$ cat src/rtl/fetch_controller_pkg.sv
// fetch_controller_pkg: shared widths, PC step and FIFO entry layout for the fetch stage
package fetch_controller_pkg;
    localparam int WORD_WIDTH = 32;
    localparam logic [WORD_WIDTH-1:0] FETCH_PC_STEP = 32'd4;
    typedef struct packed {
        logic [WORD_WIDTH-1:0] instr;
        logic [WORD_WIDTH-1:0] pc4;
    } fetch_entry_t;
endpackage

$ cat src/rtl/fetch_controller_if.sv
// fetch_controller_if: ROM, redirect/freeze and decode handshake signals of the fetch stage
interface fetch_controller_if;
    import fetch_controller_pkg::*;
    logic [WORD_WIDTH-1:0] imem_addr;
    logic [WORD_WIDTH-1:0] imem_instr;
    logic                  freeze;
    logic                  branch_taken;
    logic [WORD_WIDTH-1:0] branch_target;
    logic                  out_valid;
    logic                  out_ready;
    logic [WORD_WIDTH-1:0] out_instr;
    logic [WORD_WIDTH-1:0] out_pc4;
    logic [WORD_WIDTH-1:0] fetch_count;
    modport master (
        output imem_addr, out_valid, out_instr, out_pc4, fetch_count,
        input  imem_instr, freeze, branch_taken, branch_target, out_ready
    );
    modport slave (
        input  imem_addr, out_valid, out_instr, out_pc4, fetch_count,
        output imem_instr, freeze, branch_taken, branch_target, out_ready
    );
endinterface

$ cat src/rtl/fetch_fifo.sv
// fetch_fifo: DEPTH-entry synchronous FIFO with flush; push+pop is legal when full
module fetch_fifo #(
    parameter int DEPTH = 2,
    parameter int W     = 64
) (
    input  logic         clk,
    input  logic         rst,
    input  logic         push,
    input  logic         pop,
    input  logic         flush,
    input  logic [W-1:0] din,
    output logic         full,
    output logic         empty,
    output logic [W-1:0] head
);
    localparam int AW = $clog2(DEPTH);
    localparam int CW = AW + 1;
    logic [W-1:0]  mem [DEPTH];
    logic [AW-1:0] rp, wp;
    logic [CW-1:0] cnt;
    assign full  = cnt == CW'(DEPTH);
    assign empty = cnt == '0;
    assign head  = mem[rp];
    always_ff @(posedge clk) begin
        if (rst || flush) begin
            rp  <= '0;
            wp  <= '0;
            cnt <= '0;
        end else begin
            rp  <= pop ? rp + AW'(1) : rp;
            wp  <= push ? wp + AW'(1) : wp;
            cnt <= cnt + CW'(push) - CW'(pop);
        end
    end
    // storage is deliberately left unreset
    always_ff @(posedge clk)
        if (push) mem[wp] <= din;
endmodule

$ cat src/rtl/fetch_controller.sv
// fetch_controller: owns the fetch PC, fills the prefetch FIFO and handles redirect/freeze
module fetch_controller
    import fetch_controller_pkg::*;
#(
    parameter int                    DEPTH    = 2,
    parameter logic [WORD_WIDTH-1:0] RESET_PC = 32'h0000_0000
) (
    input logic                clk,
    input logic                rst,
    fetch_controller_if.master bus
);
    logic [WORD_WIDTH-1:0] pc, fc;
    fetch_entry_t          head;
    logic                  full, empty, pop, push;
    assign pop  = !empty && bus.out_ready;
    assign push = !bus.freeze && !bus.branch_taken && (!full || pop);
    assign bus.imem_addr   = {2'b00, pc[WORD_WIDTH-1:2]};
    assign bus.out_valid   = !empty;
    assign bus.out_instr   = head.instr;
    assign bus.out_pc4     = head.pc4;
    assign bus.fetch_count = fc;
    fetch_fifo #(.DEPTH(DEPTH), .W($bits(fetch_entry_t))) u_fifo (
        .clk  (clk),
        .rst  (rst),
        .push (push),
        .pop  (pop),
        .flush(bus.branch_taken),
        .din  ({bus.imem_instr, pc + FETCH_PC_STEP}),
        .full (full),
        .empty(empty),
        .head (head)
    );
    // a redirect still lets the same-cycle pop complete before the flush
    always_ff @(posedge clk) begin
        if (rst) begin
            pc <= RESET_PC;
            fc <= '0;
        end else begin
            pc <= bus.branch_taken ? (bus.branch_target & ~WORD_WIDTH'(3)) :
                  push             ? pc + FETCH_PC_STEP : pc;
            fc <= pop ? fc + WORD_WIDTH'(1) : fc;
        end
    end
endmodule

$ cat src/flat_wrapper.sv
// flat-port wrapper written by rule: the top's interface ports become plain ports
module fetch_controller_flat import fetch_controller_pkg::*;
#(
    parameter int                    DEPTH    = 2,
    parameter logic [WORD_WIDTH-1:0] RESET_PC = 32'h0000_0000
)
  (clk, rst, bus_imem_addr, bus_out_valid, bus_out_instr, bus_out_pc4, bus_fetch_count, bus_imem_instr, bus_freeze, bus_branch_taken, bus_branch_target, bus_out_ready);
  fetch_controller_if bus_i ();
  input logic clk;
  input logic rst;
  output wire logic [$bits(bus_i.imem_addr)-1:0] bus_imem_addr;
  output wire logic [$bits(bus_i.out_valid)-1:0] bus_out_valid;
  output wire logic [$bits(bus_i.out_instr)-1:0] bus_out_instr;
  output wire logic [$bits(bus_i.out_pc4)-1:0] bus_out_pc4;
  output wire logic [$bits(bus_i.fetch_count)-1:0] bus_fetch_count;
  input wire logic [$bits(bus_i.imem_instr)-1:0] bus_imem_instr;
  input wire logic [$bits(bus_i.freeze)-1:0] bus_freeze;
  input wire logic [$bits(bus_i.branch_taken)-1:0] bus_branch_taken;
  input wire logic [$bits(bus_i.branch_target)-1:0] bus_branch_target;
  input wire logic [$bits(bus_i.out_ready)-1:0] bus_out_ready;
  assign bus_imem_addr = bus_i.imem_addr;
  assign bus_out_valid = bus_i.out_valid;
  assign bus_out_instr = bus_i.out_instr;
  assign bus_out_pc4 = bus_i.out_pc4;
  assign bus_fetch_count = bus_i.fetch_count;
  assign bus_i.imem_instr = bus_imem_instr;
  assign bus_i.freeze = bus_freeze;
  assign bus_i.branch_taken = bus_branch_taken;
  assign bus_i.branch_target = bus_branch_target;
  assign bus_i.out_ready = bus_out_ready;
  fetch_controller #(.DEPTH(DEPTH), .RESET_PC(RESET_PC)) u_core (.clk(clk), .rst(rst), .bus(bus_i));
endmodule
$ cat config.mk
export PLATFORM = sky130hd
export DESIGN_NAME = fetch_controller_flat
export DESIGN_NICKNAME = d
export VERILOG_FILES = /design/src/rtl/fetch_controller_pkg.sv /design/src/rtl/fetch_controller_if.sv /design/src/rtl/fetch_fifo.sv /design/src/rtl/fetch_controller.sv /design/src/flat_wrapper.sv
export SDC_FILE = /design/constraint.sdc
export NUM_CORES = 1
export LEC_CHECK = 0
export CAP_MARGIN = 20
export CORE_ASPECT_RATIO = 0.9
export CORE_UTILIZATION = 55
export CTS_BUF_LIST = sky130_fd_sc_hd__clkbuf_2
export CTS_CLUSTER_SIZE = 16
export DETAILED_ROUTE_END_ITERATION = 8
export GPL_ROUTABILITY_DRIVEN = 0
export GPL_TIMING_DRIVEN = 0
export PLACE_DENSITY = 0.88
export REMOVE_ABC_BUFFERS = 1
export SLEW_MARGIN = 20
export SYNTH_ARGS = -nofsm -noshare
export SYNTH_HDL_FRONTEND = slang
export SYNTH_SLANG_ARGS = --single-unit
$ cat constraint.sdc
create_clock -name clk -period 14.1 [get_ports clk]
set_clock_uncertainty 0.15 [all_clocks]
set_input_delay 3.525 -clock clk [delete_from_list [all_inputs] [get_ports clk]]
set_output_delay 3.525 -clock clk [all_outputs]
set_load 0.01 [all_outputs]
==> run summary, run 1 <==
Mean post-synth cell area: 12.8 µm²
Top Usage Layer GRT: met2
Post-synthesis cell count: 637
RSZ-0062 raised after global routing: no
Mux cell area share after synthesis: 8.71%
Maxcap violations: 0
Worst Path Arrival: 2.60 ns
Slew Limit Headroom: 29.6%
Initial Util: 57.3%
H-tree Lvls: 4
Crit Path Class: reg -> out
Reg clk slew, reported paths: 0.27 ns
# diodes: 0
Post-synth EDFFs: 124
Antenna violations before repair: 0
Fraction of layout instances using a drive strength above 1: 14.4%
Final HPWL DP: 13.3 mm
Worst setup SP type: flip-flop
CTS Hold Buffers Added: 0
CTS tree: built
CTS max path bufs: 2
Peak supply drop: 0.0604 mV
Chip width: 130 µm
Grt met3 use: 10.3%
Worst Path Required: 10.43 ns
Worst-path cell chain: buf_12 > mux2_2 > clkdlybuf4s50_1
Die area: 15300 µm²
Final slew viol count: 0
GRT Util Overall: 26.3%
Area delta synth->final: 29.0%
Adder-Cell Fraction of Synth Area: 0.461%
Max Clock Freq: 0.159 GHz
ANT nets after route: 0
PnR worst setup slack: 7.82 ns
Clk_lat worst skew: 0.80 ns
Fin. Hold Viols: 0
CP bufs+invs: 2
Predominant post-synthesis flop cell: edfxtp_1
Total global routing overflow: 0
Cell family with most CP delay: buffers and inverters
Initial DRT Pass Iterations: 5
Placed cell areas: 10200 µm²
Setup crit end kind: output port
Worst Path Max Fanout: 40
Dpl ws: 7.28 ns
Post-synth cell types: 52
# resized after CTS: 0
DRC violations left: 0
Top Ports: 198
Cts bufs inserted: 17
Min Tclk post-route: 6.28 ns
Sequential area share after synthesis: 62.3%
Final worst path period share: 44.5%
Vias: 5890
Compound-Gate Fraction of Synth Area: 6.15%
TNS Setup: 0 ns
Initial DRC Count: 431
Yosys reg bits: 191
Postcts setup bufs: 0
Fillers: 934
Cell Area, Synth: 8140 µm²
DR WL/cell: 19.3 µm
Clk sinks: 191
Die Span Y: 117 µm
Final Util: 73.9%
Nets: 890
Run status: finished, final reports clean
Met2 usage in global routing: 42.9%
Setup violators final: 0
Critical path's largest stage delay: 0.62 ns
Power Total: 1020 µW
Ys async rst share: 0%
Met1 usage: 31.0%
Via density per instance: 5.75
Routed wire length: 19.7 mm
Total power per unit cell area: 97.4 nW/µm²
Final instance area: 10500 µm²
Xor/xnor cell area share of the yosys netlist: 6.44%
CTS Root Cell: clkbuf_2
CP max stage cell: dfxtp_4
First-pass GRT wire length: 30.6 mm
Core Box Area: 14200 µm²
Post-Synth Simple-Gate Area: 13.6%
Pin count of the biggest net entering global routing: 69
HP Class: reg -> reg
Pleak: 0.00358 µW
Synth warnings: 0
Vias in the first global route: 5937
Least-Margin Pin Slew: 1.05 ns
Input/output buffers: 191
Placement row count: 41
Largest family of logic cells by synthesized area: simple AND/OR/NAND/NOR gates
area by class of cell:
| cell class | count | area [µm²] | share of cell area, % |
|---|---|---|---|
| sequential | 191 | 5070 | 48.3 |
| multi-input combinational | 406 | 2900 | 27.7 |
| timing repair buffer | 195 | 2000 | 19.1 |
| tap | 193 | 241 | 2.30 |
| clock inverter | 15 | 171 | 1.63 |
| clock buffer | 17 | 85.1 | 0.811 |
| inverter | 7 | 26.3 | 0.250 |
registers in the layout, indices dropped and copies added, names as in the netlist, named ones only:
| signal | flops |
|---|---|
| u_core.u_fifo.wp | 1 |
| u_core.pc | 30 |
| u_core.bus.fetch_count | 32 |
| u_core.u_fifo.mem | 124 |
| u_core.u_fifo.rp | 1 |
| u_core.u_fifo.cnt | 2 |
worst min-delay path, stage by stage (launching register included):
cell and delay, ns:
dfxtp_1 0.39, o21ai_0 0.07, a21oi_1 0.06
cells by family after synthesis:
kind of cell | after synthesis
adder cells (fa/ha/maj) | 3
other | 1
buffers and inverters | 43
AND/OR/NAND/NOR | 201
flip-flops | 191
multiplexers | 63
XOR/XNOR | 59
AO/OA/AOI/OAI | 76
power breakdown:
part,total [µW],internal (µW),switching (µW)
Clock,286,89.1,197
Sequential,628,614,13.4
Combinational,109,59.7,48.9
cell usage after synthesis (all sizes together), types with 8 or more instances:
| cell | number | area, µm² |
|---|---|---|
| a21oi | 22 | 110 |
| a31oi | 9 | 56.3 |
| and2 | 8 | 50.1 |
| and3 | 10 | 62.6 |
| buf | 11 | 67.6 |
| clkbuf | 25 | 96.3 |
| dfxtp | 67 | 1340 |
| edfxtp | 124 | 3720 |
| mux2 | 62 | 698 |
| nand2 | 35 | 134 |
| nand3 | 28 | 145 |
| nand4 | 28 | 196 |
| nor2 | 51 | 194 |
| nor3 | 13 | 81.3 |
| o21ai | 13 | 65.1 |
| or3 | 11 | 68.8 |
| xnor2 | 32 | 280 |
| xor2 | 27 | 244 |
stage by stage:
stage | cells | hold slack [ns]
detailed placement | 992 | 0.345
global placement | 988 | 0.324
CTS | 1024 | 0.380
finish | 1024 | 0.382
floorplan | 604 | 0.346
global route | 1024 | 0.396
metal layers:
layer	wire, µm	vias to the layer above	share of wire, %
li1	-	2725	-
met1	7710	2861	39
met2	9480	262	48
met3	2100	42	11
met4	441	0	2.2
met5	0	-	0
worst paths after layout:
check | start | to | slack (ns) | cells after the start
worst min register to register | u_core.bus.fetch_count[31] | u_core.bus.fetch_count[31] | 0.38 | 2
worst max-delay path | flip-flop | bus_out_instr[4] | 7.82 | 3
worst max register to register | u_core.u_fifo.cnt[1] | u_core.u_fifo.mem[0][11] | 11.16 | 5
worst min-delay path | u_core.bus.fetch_count[31] | u_core.bus.fetch_count[31] | 0.38 | 2
placed cells by master (no fill, tap or decap), types with 9 or more instances in the layout:
cell type / n
edfxtp_1: 124
nor3_1: 11
clkbuf_2: 17
xnor2_1: 32
or3_1: 10
dfxtp_1: 66
nor2_1: 49
nand4_1: 26
and3_1: 10
nand3_1: 27
o21ai_0: 12
nand2_1: 34
a21oi_1: 22
xor2_1: 26
mux2_2: 62
clkdlybuf4s50_1: 189
a31oi_1: 9
No activity file was read; power rests on OpenSTA's default activity.
==> run 2, diff against run 1 <==
- CORE_UTILIZATION: 55 -> 51
- PLACE_DENSITY: 0.88 -> 0.82
- clock period: 14.1 -> 5.97 ns (I/O delays scaled with it)
==> run 2 against run 1 <==
Compared with the run above:
- clock-buffer cell count is the same
- sequential share of layout area shrank 0.069 points
- total power grew 140%
- flip-flop and latch count is the same
- clock power grew 130%
- combinational power grew 130%
- die area grew 7.7%
- worst setup slack lost 6.1 ns
- cell area grew 0.14%
- register-to-register slack lost 8.0 ns
- critical path depth is the same
==> run summary, run 2 (same netlist as run 1, synthesis figures left out) <==
Core Box Area: 15500 µm² (+9.0%)
Postcts setup bufs: 0 (unchanged)
Stages on the worst setup path: 3 (unchanged)
Least-Margin Pin Slew: 1.01 ns (-0.0415 ns)
Crit Path Class: reg -> out
Area delta synth->final: 29.2%
Nets: 890 (unchanged)
Die area: 16500 µm² (+7.7%)
Fin. Hold Viols: 0 (unchanged)
P_sw: 636 µW (+150%)
CTS max path bufs: 2 (unchanged)
Initial DRC Count: 328 (-24%)
Part of the power in the clock network: 27.8% (-0.2 points)
CP bufs+invs: 2 (unchanged)
Hold depth: 2 (unchanged)
Peak supply drop: 0.161 mV (+170%)
Top Ports: 198 (unchanged)
First-pass GRT wire length: 30.5 mm (-0.38%)
Initial Util: 52.5% (-4.7 points)
Commonest non-fill, non-tap cell in the layout: clkdlybuf4s50_1
CTS tree: built
DRC violations left: 0 (unchanged)
CTS Root Cell: clkbuf_2
Final Util: 67.8% (-6.0 points)
Worst-path cell chain: buf_12 > mux2_2 > clkdlybuf4s50_1
Die Span Y: 122 µm (+3.8%)
Combinational Power Share: 10.6% (about the same)
Crit path capture: bus_out_pc4[11]
Input/output buffers: 191 (unchanged)
Top Usage Layer GRT: met2
Worst hold-check slack: 0.395 ns (+0.0126 ns)
Power Total: 2410 µW (+140%)
DR WL/cell: 18.9 µm (-2.1%)
Chip width: 135 µm (+3.8%)
Total power per unit cell area: 229 nW/µm² (+140%)
HP Class: reg -> reg
Int Power: 1770 µW (+130%)
Pleak: 0.00358 µW (about the same)
Final HPWL DP: 13.1 mm (-1.5%)
Largest reg by FF count: u_core.u_fifo.mem
Antenna violations before repair: 0 (unchanged)
Reg clk slew, reported paths: 0.28 ns (about the same)
Via density per instance: 5.67 (-1.4%)
CTS Hold Buffers Added: 0 (unchanged)
Worst R2R Path Depth: 7 (+2)
Met2 usage in global routing: 42.1% (-0.83 points)
Slew Limit Headroom: 32.4% (+2.8 points)
GRT Util Overall: 24.4% (-1.9 points)
Initial DRT Pass Iterations: 6 (+1)
ANT nets after route: 0 (unchanged)
Commonest non-fill, non-tap cells in the layout: clkdlybuf4s50_1, edfxtp_1, dfxtp_1
Pin count of the biggest net entering global routing: 69 (unchanged)
Clk_lat worst skew: 0.79 ns (about the same)
Max Clock Freq: 0.234 GHz
Clk sinks: 191 (unchanged)
Worst Path Required: 4.33 ns (-6.10 ns)
Total global routing overflow: 0 (unchanged)
Cts bufs inserted: 17 (unchanged)
# diodes: 0 (unchanged)
Sequential Power Share: 61.6% (+0.2 points)
Final instance area: 10500 µm² (+0.14%)
Reg2reg setup slack: 3.12 ns (-8.04 ns)
Placed cell areas: 10300 µm² (+0.18%)
Final worst path period share: 71.4%
Met1 usage: 28.5% (-2.5 points)
Final slew viol count: 0 (unchanged)
# resized after CTS: 0 (unchanged)
Cell family with most CP delay: buffers and inverters
Placement row count: 43 (+4.9%)
Max reg flops: 124 (unchanged)
Fraction of layout instances using a drive strength above 1: 14.4% (unchanged)
Critical path's largest stage delay: 0.66 ns (+0.04 ns)
Setup crit end kind: output port
Maxcap violations: 0 (unchanged)
Run status: finished, final reports clean
Setup violators final: 0 (unchanged)
Worst reg2reg path endpoint: u_core.u_fifo.cnt[1]
H-tree Lvls: 4 (unchanged)
Min Tclk post-route: 4.27 ns
CP max stage cell: dfxtp_4
Worst Path Max Fanout: 35 (-13%)
Reg-to-Reg Start: u_core.u_fifo.cnt[1]
Sw Share: 26.4% (+1.1 points)
Worst Path Arrival: 2.62 ns (+0.02 ns)
Grt met3 use: 7.87% (-2.4 points)
Routed wire length: 19.5 mm (-1.2%)
Worst setup SP type: flip-flop
Vias in the first global route: 5968 (+0.52%)
Vias: 5858 (-0.54%)
RSZ-0062 raised after global routing: no
## run 2: cell count changes in the layout (fill, tap and decap cells not counted)
| cell | before | now |
|---|---|---|
| clkinvlp_4 | 0 | 1 |
| buf_16 | 2 | 3 |
| inv_6 | 5 | 2 |
| clkinv_2 | 2 | 1 |
| bufinv_16 | 2 | 1 |
| buf_12 | 2 | 1 |
| clkinv_8 | 0 | 1 |
| inv_8 | 4 | 7 |
## run 2: stage by stage
stage / TNS, ns / setup slack, ns / std cells
2_1_floorplan: 0 / 0.485 / 604
3_3_place_gp: -218.61 / -2.80 / 997
3_5_place_dp: 0 / 1.22 / 1001
4_1_cts: 0 / 1.64 / 1033
5_1_grt: 0 / 1.56 / 1033
6_report: 0 / 1.70 / 1033
## run 2: metal layers
layer / wire length (µm) / vias up
li1: - / 2726
met2: 9730 / 233
met5: 0 / -
met1: 7780 / 2867
met4: 290 / 0
met3: 1690 / 32
## run 2: area by class of cell
cell class / instances / area, µm²
flip-flops and latches: 191 / 5070
fillers: 1079 / 4980
multi-input cells: 406 / 2900
repair buffers: 195 / 2010
well taps: 202 / 253
clock inverters: 15 / 168
clock buffers: 17 / 85.1
inverters: 7 / 26.3
## run 2: power by group through the flow
stage	logic [µW]	clock network (µW)	registers, µW
global route	273	728	1490
global placement	241	0	1510
floorplan	90.7	0	1510
finish	255	669	1480
detailed placement	255	0	1510
CTS	257	676	1480
## run 2: worst reg2reg max path: cells and delay by family (launching register included)
kind	cells	cell delay, ns
xor+xnor	2	0.32
simple gates	3	1.39
fa+ha+maj	1	0.23
flops	1	0.45
compound gates	1	0.21
## run 2: worst min path at each step
| stage | start | to | slack [ns] |
|---|---|---|---|
| 4_1_cts | u_core.bus.fetch_count[29] | u_core.bus.fetch_count[29] | 0.40 |
| 5_1_grt | u_core.bus.fetch_count[31] | u_core.bus.fetch_count[31] | 0.41 |
| 2_1_floorplan | u_core.bus.fetch_count[31] | u_core.bus.fetch_count[31] | 0.35 |
| 3_5_place_dp | u_core.bus.fetch_count[29] | u_core.bus.fetch_count[29] | 0.36 |
| 6_report | u_core.bus.fetch_count[31] | u_core.bus.fetch_count[31] | 0.39 |
| 3_3_place_gp | u_core.bus.fetch_count[31] | u_core.bus.fetch_count[31] | 0.32 |
==> run 3, diff against run 2 <==
- CORE_UTILIZATION: 51 -> 46
- PLACE_DENSITY: 0.82 -> 0.78
- clock period: 5.97 -> 3.8 ns (I/O delays scaled with it)
==> run 3 against run 2 <==
Compared with the run above:
- register-to-register slack worse by 2.2 ns
- first-iteration DRC count is 0.61% lower
- largest cell class unchanged
- flip-flop and latch count stayed put
- utilization is 5.8 points lower
- die area is 11% higher
- routed wire length is 2.2% higher
- global-route usage is 2.3 points lower
- clock-buffer cell count stayed put
==> run summary, run 3 (same netlist as run 1, synthesis figures left out) <==
Cts bufs inserted: 17 (unchanged)
Core Box Area: 17100 µm² (+10%)
RSZ-0062 raised after global routing: no
Power Total: 3710 µW (+54%)
Reg clk slew, reported paths: 0.27 ns (about the same)
Max Clock Freq: 0.282 GHz
Fin cells: 1068 (+3.4%)
Commonest non-fill, non-tap cell in the layout: clkdlybuf4s50_1
Maxcap violations: 0 (unchanged)
Via density per instance: 5.45 (-3.9%)
Die Span Y: 128 µm (+5.2%)
Top Ports: 198 (unchanged)
Run status: finished, final reports clean
H-tree Lvls: 4 (unchanged)
CTS max path bufs: 2 (unchanged)
CTS Hold Buffers Added: 0 (unchanged)
Vias: 5820 (-0.65%)
Nets: 893 (+0.34%)
Slew Limit Headroom: 28.7% (-3.7 points)
Commonest non-fill, non-tap cells in the layout: clkdlybuf4s50_1, edfxtp_1, dfxtp_1
ANT nets after route: 0 (unchanged)
Pleak: 0.00359 µW (+0.31%)
Largest reg by FF count: u_core.u_fifo.mem
CTS tree: built
Placement row count: 45 (+4.7%)
DRC violations left: 0 (unchanged)
Min Tclk post-route: 3.55 ns
Peak supply drop: 0.209 mV (+30%)
First-pass GRT wire length: 30.7 mm (+0.93%)
Pin count of the biggest net entering global routing: 69 (unchanged)
Clk sinks: 191 (unchanged)
Worst Path Arrival: 2.45 ns (-0.17 ns)
Initial DRT Pass Iterations: 5 (-1)
Input/output buffers: 191 (unchanged)
Antenna violations before repair: 0 (unchanged)
DR WL/cell: 18.7 µm (-1.1%)
Worst setup SP type: flip-flop
GRT Util Overall: 22.1% (-2.3 points)
Die area: 18200 µm² (+11%)
Chip width: 142 µm (+5.2%)
Worst Path Max Fanout: 42 (+20%)
Final worst path period share: 93.4%
Area delta synth->final: 30.1%
Worst hold-check slack: 0.361 ns (-0.0331 ns)
Final HPWL DP: 13.5 mm (+3.6%)
Setup crit end kind: output port
Total power per unit cell area: 350 nW/µm² (+53%)
Crit Path Class: reg -> out
Initial Util: 47.7% (-4.8 points)
Fin. Hold Viols: 0 (unchanged)
Clk_lat worst skew: 0.76 ns (-0.03 ns)
Max reg flops: 124 (unchanged)
Routed wire length: 19.9 mm (+2.2%)
CTS Root Cell: clkbuf_2
# diodes: 0 (unchanged)
Initial DRC Count: 326 (-0.61%)
Fraction of layout instances using a drive strength above 1: 14.8% (+0.33 points)
Vias in the first global route: 5999 (+0.52%)
Final Util: 62.1% (-5.8 points)
Least-Margin Pin Slew: 1.07 ns (+0.0553 ns)
HP Class: reg -> reg
Final slew viol count: 0 (unchanged)
Worst Path Required: 2.70 ns (-1.63 ns)
# resized after CTS: 0 (unchanged)
Total global routing overflow: 0 (unchanged)
Placed cells: 1036 (+3.5%)
Setup violators final: 0 (unchanged)
## run 3: layout make-up
cell class | instances | area (µm²)
Fill cell | 1314 | 6470
Timing Repair Buffer | 198 | 2070
Clock inverter | 14 | 144
Sequential cell | 191 | 5070
Inverter | 7 | 26.3
Multi-Input combinational cell | 406 | 2900
Tap cell | 235 | 294
Clock buffer | 17 | 85.1
## run 3: path summary, 6_finish.rpt
path,startpoint,endpoint,slack [ns],cells past startpoint
worst min register to register,u_core.bus.fetch_count[31],u_core.bus.fetch_count[31],0.36,2
worst min-delay path,u_core.bus.fetch_count[31],u_core.bus.fetch_count[31],0.36,2
worst max register to register,u_core.u_fifo.cnt[1],u_core.u_fifo.mem[0][18],0.92,6
worst max-delay path,flip-flop,bus_out_pc4[11],0.25,3
## run 3: what timing repair did
action / 4_1_cts / 5_1_grt
endpoints found under the hold margin: 0 / 0
endpoints found under the setup margin: 0 / 1
buffers inserted: 0 / 1
## run 3: critical path, stage by stage, from the launching register on
cell             delay (ns)
dfxtp_4                0.54
buf_16                 0.28
mux2_2                 0.38
clkdlybuf4s50_1        0.51
## run 3: metal layers
| metal | GRT usage [%] | up-vias | share of wire, % |
|---|---|---|---|
| met4 | 6.89 | 0 | 1.4 |
| met2 | 36.9 | 255 | 48 |
| li1 | - | 2726 | - |
| met3 | 8.07 | 24 | 9.4 |
| met1 | 26.5 | 2815 | 41 |
| met5 | 0 | - | 0 |
## run 3: stage by stage
step           cell area [µm²]  setup WS, ns  setup TNS [ns]
2_1_floorplan             7980         -1.14          -70.83
3_3_place_gp             10200         -4.67         -515.86
3_5_place_dp             10300        -0.483          -22.17
4_1_cts                  10600        0.0536               0
5_1_grt                  10600        0.0742               0
6_report                 10600         0.250               0
## run 3: report_power, final
part           leakage [µW]  switching [µW]  internal, µW
logic               0.00177             183           228
registers           0.00168            48.5          2280
clock network      0.000136             761           208
